`src/rtl/regfile_wr_decoder.sv`:
```
// regfile_wr_decoder
//   Multi-port write-enable decoder for the register file. It sits between
//   writeback and the register array. Each cycle it decodes NUM_PORTS write
//   requests into a registered write-enable vector with one bit per register.
//   Alongside that it gives a per-register winning-port select for the write
//   data mux. When several ports hit the same register, the highest-index
//   (youngest) port wins. Writes to the hardwired zero register can be
//   suppressed. A pulse, a sticky flag and a saturating counter report
//   same-register collisions.
//
// Ports
//   clk_i          clock, rising edge
//   reset_n_i      asynchronous reset, active-low (release synchronous to clk_i)
//   wr_en_i        per-port write request              [NUM_PORTS]
//   wr_addr_i      port p address at [p*ADDR_W +: ADDR_W]
//   flush_i        discard this cycle's requests, leave stats untouched
//   clr_stat_i     clear coll_sticky_o / coll_cnt_o (wins over a collision)
//   reg_we_o       registered write enable per register [NUM_REGS]
//   reg_psel_o     winning port per register, PSEL_W bits each, 0 when not written
//   coll_o         registered pulse: at least one collision in the decoded cycle
//   coll_sticky_o  set on any collision, held until clr_stat_i
//   coll_cnt_o     count of collision cycles, saturating at all-ones
module regfile_wr_decoder #(
  parameter int ADDR_W    = 5,
  parameter int NUM_PORTS = 2,
  parameter int ZERO_EN   = 1,
  parameter int ZERO_REG  = 31,
  parameter int CNT_W     = 8,
  localparam int NUM_REGS = 1 << ADDR_W,
  localparam int PSEL_W   = (NUM_PORTS > 1) ? $clog2(NUM_PORTS) : 1
) (
  input  logic                          clk_i,
  input  logic                          reset_n_i,
  input  logic [NUM_PORTS-1:0]          wr_en_i,
  input  logic [NUM_PORTS*ADDR_W-1:0]   wr_addr_i,
  input  logic                          flush_i,
  input  logic                          clr_stat_i,
  output logic [NUM_REGS-1:0]           reg_we_o,
  output logic [NUM_REGS*PSEL_W-1:0]    reg_psel_o,
  output logic                          coll_o,
  output logic                          coll_sticky_o,
  output logic [CNT_W-1:0]              coll_cnt_o
);

  logic [ADDR_W-1:0]          port_addr [NUM_PORTS];
  logic [NUM_PORTS-1:0]       eff;
  logic [NUM_REGS-1:0]        reg_we_d;
  logic [NUM_REGS*PSEL_W-1:0] reg_psel_d;
  logic [NUM_REGS-1:0]        reg_coll;
  logic                       coll_d;

  logic [NUM_REGS-1:0]        reg_we_q;
  logic [NUM_REGS*PSEL_W-1:0] reg_psel_q;
  logic                       coll_q;
  logic                       coll_sticky_q;
  logic [CNT_W-1:0]           coll_cnt_q;

  // A port is effective when it requests a write that is not to a
  // suppressed zero register. Because suppressed zero-register writes are
  // never effective, they can never take part in a collision.
  for (genvar gp = 0; gp < NUM_PORTS; gp++) begin : g_port
    assign port_addr[gp] = wr_addr_i[gp*ADDR_W +: ADDR_W];
    assign eff[gp] = wr_en_i[gp] &&
                     !((ZERO_EN != 0) && (port_addr[gp] == ADDR_W'(ZERO_REG)));
  end

  for (genvar gi = 0; gi < NUM_REGS; gi++) begin : g_reg
    logic [NUM_PORTS-1:0] hit;
    logic [PSEL_W-1:0]    psel;
    logic                 seen;
    logic                 multi;

    for (genvar gp = 0; gp < NUM_PORTS; gp++) begin : g_hit
      assign hit[gp] = eff[gp] && (port_addr[gp] == ADDR_W'(gi));
    end

    // The scan runs in ascending port order. The last hit therefore leaves
    // the highest index, which is the youngest writer. A second hit marks
    // this register as colliding.
    always_comb begin
      psel  = '0;
      seen  = 1'b0;
      multi = 1'b0;
      for (int p = 0; p < NUM_PORTS; p++) begin
        if (hit[p]) begin
          if (seen) multi = 1'b1;
          seen = 1'b1;
          psel = PSEL_W'(p);
        end
      end
    end

    assign reg_we_d[gi]                      = |hit;
    assign reg_psel_d[gi*PSEL_W +: PSEL_W]   = psel;
    assign reg_coll[gi]                      = multi;
  end

  // Any number of colliding registers counts as a single collision cycle.
  assign coll_d = |reg_coll;

  always_ff @(posedge clk_i or negedge reset_n_i) begin
    if (!reset_n_i) begin
      reg_we_q      <= '0;
      reg_psel_q    <= '0;
      coll_q        <= 1'b0;
      coll_sticky_q <= 1'b0;
      coll_cnt_q    <= '0;
    end else begin
      // No hold: every cycle reloads the decode, so each request produces
      // exactly one write-enable pulse.
      if (flush_i) begin
        reg_we_q   <= '0;
        reg_psel_q <= '0;
        coll_q     <= 1'b0;
      end else begin
        reg_we_q   <= reg_we_d;
        reg_psel_q <= reg_psel_d;
        coll_q     <= coll_d;
      end

      // A clear overrides a same-cycle collision. A flushed collision does
      // not reach the statistics.
      if (clr_stat_i) begin
        coll_sticky_q <= 1'b0;
        coll_cnt_q    <= '0;
      end else if (coll_d && !flush_i) begin
        coll_sticky_q <= 1'b1;
        if (coll_cnt_q != '1) coll_cnt_q <= coll_cnt_q + CNT_W'(1);
      end
    end
  end

  assign reg_we_o      = reg_we_q;
  assign reg_psel_o    = reg_psel_q;
  assign coll_o        = coll_q;
  assign coll_sticky_o = coll_sticky_q;
  assign coll_cnt_o    = coll_cnt_q;

endmodule

```
`config.mk`:
```
export PLATFORM = sky130hd
export DESIGN_NAME = regfile_wr_decoder
export DESIGN_NICKNAME = d
export VERILOG_FILES = /design/src/rtl/regfile_wr_decoder.sv
export SDC_FILE = /design/constraint.sdc
export NUM_CORES = 1
export LEC_CHECK = 0
export ABC_AREA = 1
export CORE_ASPECT_RATIO = 0.9
export CORE_UTILIZATION = 60
export DETAILED_ROUTE_END_ITERATION = 8
export DONT_BUFFER_PORTS = 1
export MAX_ROUTING_LAYER = met4
export PLACE_DENSITY_LB_ADDON = 0.08
export SLEW_MARGIN = 20
export SYNTH_ARGS = -nofsm -noshare
export SYNTH_HDL_FRONTEND = slang
export SYNTH_SLANG_ARGS = --single-unit
```
`constraint.sdc`:
```
create_clock -name clk_i -period 4.2 [get_ports clk_i]
set_input_delay 0.42 -clock clk_i [delete_from_list [all_inputs] [get_ports clk_i]]
set_output_delay 0.42 -clock clk_i [all_outputs]
set_load 0.05 [all_outputs]
```
Word-level counts from Yosys, hierarchy flattened
Index checks and enable logic that the tools add are counted.
Storage, ports and cells
  bits in registers: 74
  output and inout port bits: 74
  word-level logic and storage cells: 313
Operators by class
  add/subtract/negate cells: 1
  equality and inequality tests: 63
  mux-type cells: 136
  reductions and logical operators: 108
Operators by type and width (number)
  5-bit == test (second input constant): 32
  1-bit two-way mux: 131
  5-bit by 4-bit == test with 1-bit output (second input constant): 16
  1-bit logical AND: 67
  32-bit two-way mux: 2
  2-bit OR reduction: 32
  5-bit by 3-bit == test with 1-bit output (second input constant): 8
  32-bit OR reduction: 1
  8-bit two-way mux: 3
  5-bit by 2-bit == test with 1-bit output (second input constant): 4
  5-bit by 1-bit == test with 1-bit output (second input constant): 2
  5-bit zero test: 2
  8-bit by 1-bit adder with 8-bit output (second input constant): 1
  8-bit != test (second input constant): 1
  2-bit nonzero test: 2
  1-bit zero test: 3
  2-bit AND reduction: 1

Longest topological paths before layout
  depth after elaboration: 11
  mapped depth: 16
  gate-level depth less buffers: 15

Worst setup path after synthesis
Ideal clock, no wire load.
  path kind: register -> register
  start point: reg coll_cnt_q[0] (netlist: coll_cnt_o[0])
  end point: reg coll_cnt_q[0] (netlist: coll_cnt_o[0])
  library setup time: 0.119 ns
  arrival time: 1.803 ns
  required time: 4.081 ns
  slack: 2.278 ns
  cell stages (with the launch flop): 11
  path buffers: 0
  cells stage by stage: dfrtp_1 > ha_1 > nand2_1 > nor2_1 > nand3_1 > nor2_1 > nand2_1 > nand3_4 > nand2_8 > nand2_2 > nand2_1
Between the ends
  cells in the longest elaborated chain, start to end: 4
Ends and longest elaborated chain
  start: declaration: line 56  | logic [CNT_W-1:0] coll_cnt_q;
  start signal: assignment: line 128  | if (coll_cnt_q != '1) coll_cnt_q <= coll_cnt_q + CNT_W'(1);
  8-bit by 1-bit adder with 8-bit output: line 128
  8-bit two-way mux: line 128
  8-bit two-way mux: line 126  | end else if (coll_d && !flush_i) begin
  8-bit two-way mux: line 123  | if (clr_stat_i) begin
Several ways; a longest one is shown, not always the timed one. The select of a mux whose other input is x is not followed.
A chain may end at the register's enable or synchronous reset.

Final worst setup path
Ends and elaborated chain as after synthesis.

==> metrics.csv <==
stage,metric,value,unit
run_status,status,completed,
route,wl,8250,um
setup_path,arrival,2510,ps
setup_path,critPathKind,reg2reg,
placement,io_buffer_count,0,
route,wire_per_inst,15.8,um
power_and_ir_drop,leakagePower,1.86,nW
route,num_vias,2937,
setup_path,cpMaxStageDelayCell,dfrtp_1,
synthesis,synthesis.instances,449,
final_layout,layout.cells.most_common_list,"120 x nor2_1, 100 x nand2_1, 74 x dfrtp_1",
timing,finalSetupTns,0,ps
cts,ctsHoldBuffers,2,
final_layout,nFillCells,486,
placement,dp_cells,505,
power_and_ir_drop,p_sw,0.371,mW
timing,skew,1.69,ps
timing,clock.fmax,442,MHz
cts,cts_tree,yes,
timing,holdWs,122,ps
cts,cts_resized,0,
cts,postCtsSetupBuffers,0,
route,drt_iter0_markers,206,
synthesis,mappedNetlistArea,0.00355,mm2
power_and_ir_drop,powerDensity,366,mW/mm2
cts,clk_latency,350,ps
global_routing,overflow,0,
power_and_ir_drop,internal_power,1.02,mW
cts,cts_buffer_depth,2,
synthesis,synthDistinctLibCells,29,
floorplanning,die-area,0.00623,mm2
timing,slew_headroom,0.351,
floorplanning,std_cell_rows,26,
final_layout,antenna_cells,0,
placement,hpwl,5740,um
timing,finalMaxSlewViolations,0,
setup_path,slowest_delay,730,ps
setup_path,crit_path_max_fanout,9,
floorplanning,die_w,83.1,um
final_layout,area_growth_syn_to_layout,7.01,%
placement,preCtsSetupSlack,1790,ps
route,antenna_left,0,
setup_path,crit_required,4440,ps
global_routing,antenna_found_initial,0,
hold_path,min_path_type,in2reg,
floorplanning,initial_core_util,0.624,
timing,hold_viol,0,
setup_path,cp_cell_sequence,"ha_1, nand2_1, nor2_1, nand3_1, nor2_1, nand2_1, nand3_4, nand2_8, nand2_2, nand2_1",
power_and_ir_drop,p_seq_frac,0.549,
hold_path,hold-path-cell-count,1,
setup_path,end_kind,flop,
floorplanning,coreArea,0.00569,mm2
global_routing,grt_max_degree,75,
placement,dpl_cell_area,0.00357,mm2
power_and_ir_drop,pwr-share-clk,0.382,
timing,tightestPinTransition,971,ps
synthesis,yosysSeqAreaShare,0.521,
synthesis,syn_area_per_cell,7.91,um2
global_routing,grt_pass1_vias,2687,
route,vias_per_cell,5.62,
cts,cts_max_level,3,
power_and_ir_drop,total_power,1.39,mW
timing,period_minus_slack,2260,ps
power_and_ir_drop,p_comb_frac,0.069,
final_layout,layout.nets,465,
setup_path,start_kind,flop,
job,maxCapViolations,0,
final_layout,final_common_cell,nor2_1,
timing,timing.final.crit_share,0.539,
cts,cts_made_buffers,9,
power_and_ir_drop,switching_share,0.267,
floorplanning,dieHeight,75.0,um
synthesis,ys_warn_count,0,
final_layout,drive_above_1_share,0.0883,
timing,final.setup.worst_slack,1940,ps
global_routing,grtUsageTotal,0.294,
cts,cts_num_sinks,74,
setup_path,path_common_cell,nand2_1,
final_layout,instances_no_fill,523,
timing,setup_viol,0,
setup_path,reg2reg_depth,10,
route,drt_pass1_iterations,5,
final_layout,utilization,0.668,
placement,gp_congestion,0.930,
global_routing,grt_pass1_wl,13300,um
power_and_ir_drop,ir_worst_vdd,0.279,mV
cts,clk_pin_slew,70,ps
final_layout,finalInstanceArea,0.00380,mm2
cts,root_buffer,clkbuf_8,
floorplanning,ioPinCount,90,
synthesis,ys_ff_latch,74,
timing,rsz0062_at_grt,no,
route,drc,0,
-- cell usage after synthesis --
| cell | n | area [um2] |
|---|---|---|
| nor2_1 | 120 | 450 |
| nand2_1 | 100 | 375 |
| dfrtp_1 | 74 | 1850 |
| nand3_1 | 33 | 165 |
| nor3_1 | 29 | 145 |
| inv_1 | 21 | 78.8 |
| o21a_1 | 17 | 128 |
| nand2_2 | 9 | 56.3 |
| clkbuf_1 | 7 | 26.3 |
| nor2_2 | 6 | 37.5 |
| clkinv_1 | 5 | 18.8 |
| buf_2 | 4 | 20.0 |
| a21oi_1 | 3 | 15.0 |
| xor2_1 | 3 | 26.3 |
| buf_1 | 2 | 7.51 |
| inv_2 | 2 | 7.51 |
| nand2_4 | 2 | 22.5 |
| buf_4 | 1 | 7.51 |
| buf_6 | 1 | 11.3 |
| conb_1 | 1 | 3.75 |
| ha_1 | 1 | 12.5 |
| inv_4 | 1 | 6.26 |
| nand2_8 | 1 | 20.0 |
| nand3_2 | 1 | 10.0 |
| nand3_4 | 1 | 17.5 |
| nand3b_1 | 1 | 7.51 |
| nand4_1 | 1 | 6.26 |
| nor2_4 | 1 | 11.3 |
| nor3b_1 | 1 | 7.51 |
-- logic make-up after synthesis --
group,after synthesis,synth area share
XOR/XNOR,3,0.00740
adder cells (fa/ha/maj),1,0.00352
other,1,0.00106
buffers and inverters,44,0.0518
AO/OA/AOI/OAI,20,0.0401
AND/OR/NAND/NOR,306,0.375
flip-flops,74,0.521
-- registers in the layout, summed over array words and instances (netlist names) --
signal         flops
reg_psel_o        32
reg_we_o          32
coll_cnt_o         8
coll_o             1
coll_sticky_o      1
-- area by class of cell --
type,count,area (um2),share of cell area
clock buffer,10,128,0.0336
inverter,29,111,0.0293
tap,70,87.6,0.0230
timing repair buffer,2,37.5,0.00987
sequential,74,1850,0.487
multi-input combinational,332,1520,0.400
clock inverter,6,65.1,0.0171
-- power groups by stage --
stage          Sequential [mW]  Combinational [mW]  Clock [mW]
2_1_floorplan            0.775              0.0730           0
4_1_cts                  0.763              0.0953       0.545
6_report                 0.763              0.0957       0.531
3_3_place_gp             0.777              0.0768           0
5_1_grt                  0.764               0.108       0.575
3_5_place_dp             0.777              0.0775           0
-- worst max-delay path, delay by kind of cell (launching register included) --
kind | cells | cell delay (ps)
simple gates | 9 | 1130
flops | 1 | 730
fa+ha+maj | 1 | 270
-- metal layers --
layer,wire length (um),vias up,track usage
met5,0,-,-
met3,774,12,0.0833
met2,3700,149,0.434
li1,-,1406,-
met1,3650,1370,0.386
met4,121,0,0.123
-- final timing paths --
check | from | to | slack [ps]
setup reg to reg | coll_cnt_o[0] | coll_cnt_o[0] | 1940
min in group asynchronous | reset_n_i | reg_psel_o[20] | 620
hold / removal | clr_stat_i | coll_sticky_o | 120
hold reg to reg | coll_sticky_o | coll_sticky_o | 820
max in group asynchronous | reset_n_i | coll_cnt_o[7] | 3310
setup / recovery | coll_cnt_o[0] | coll_cnt_o[0] | 1940
(Power assumes the default switching activity.)
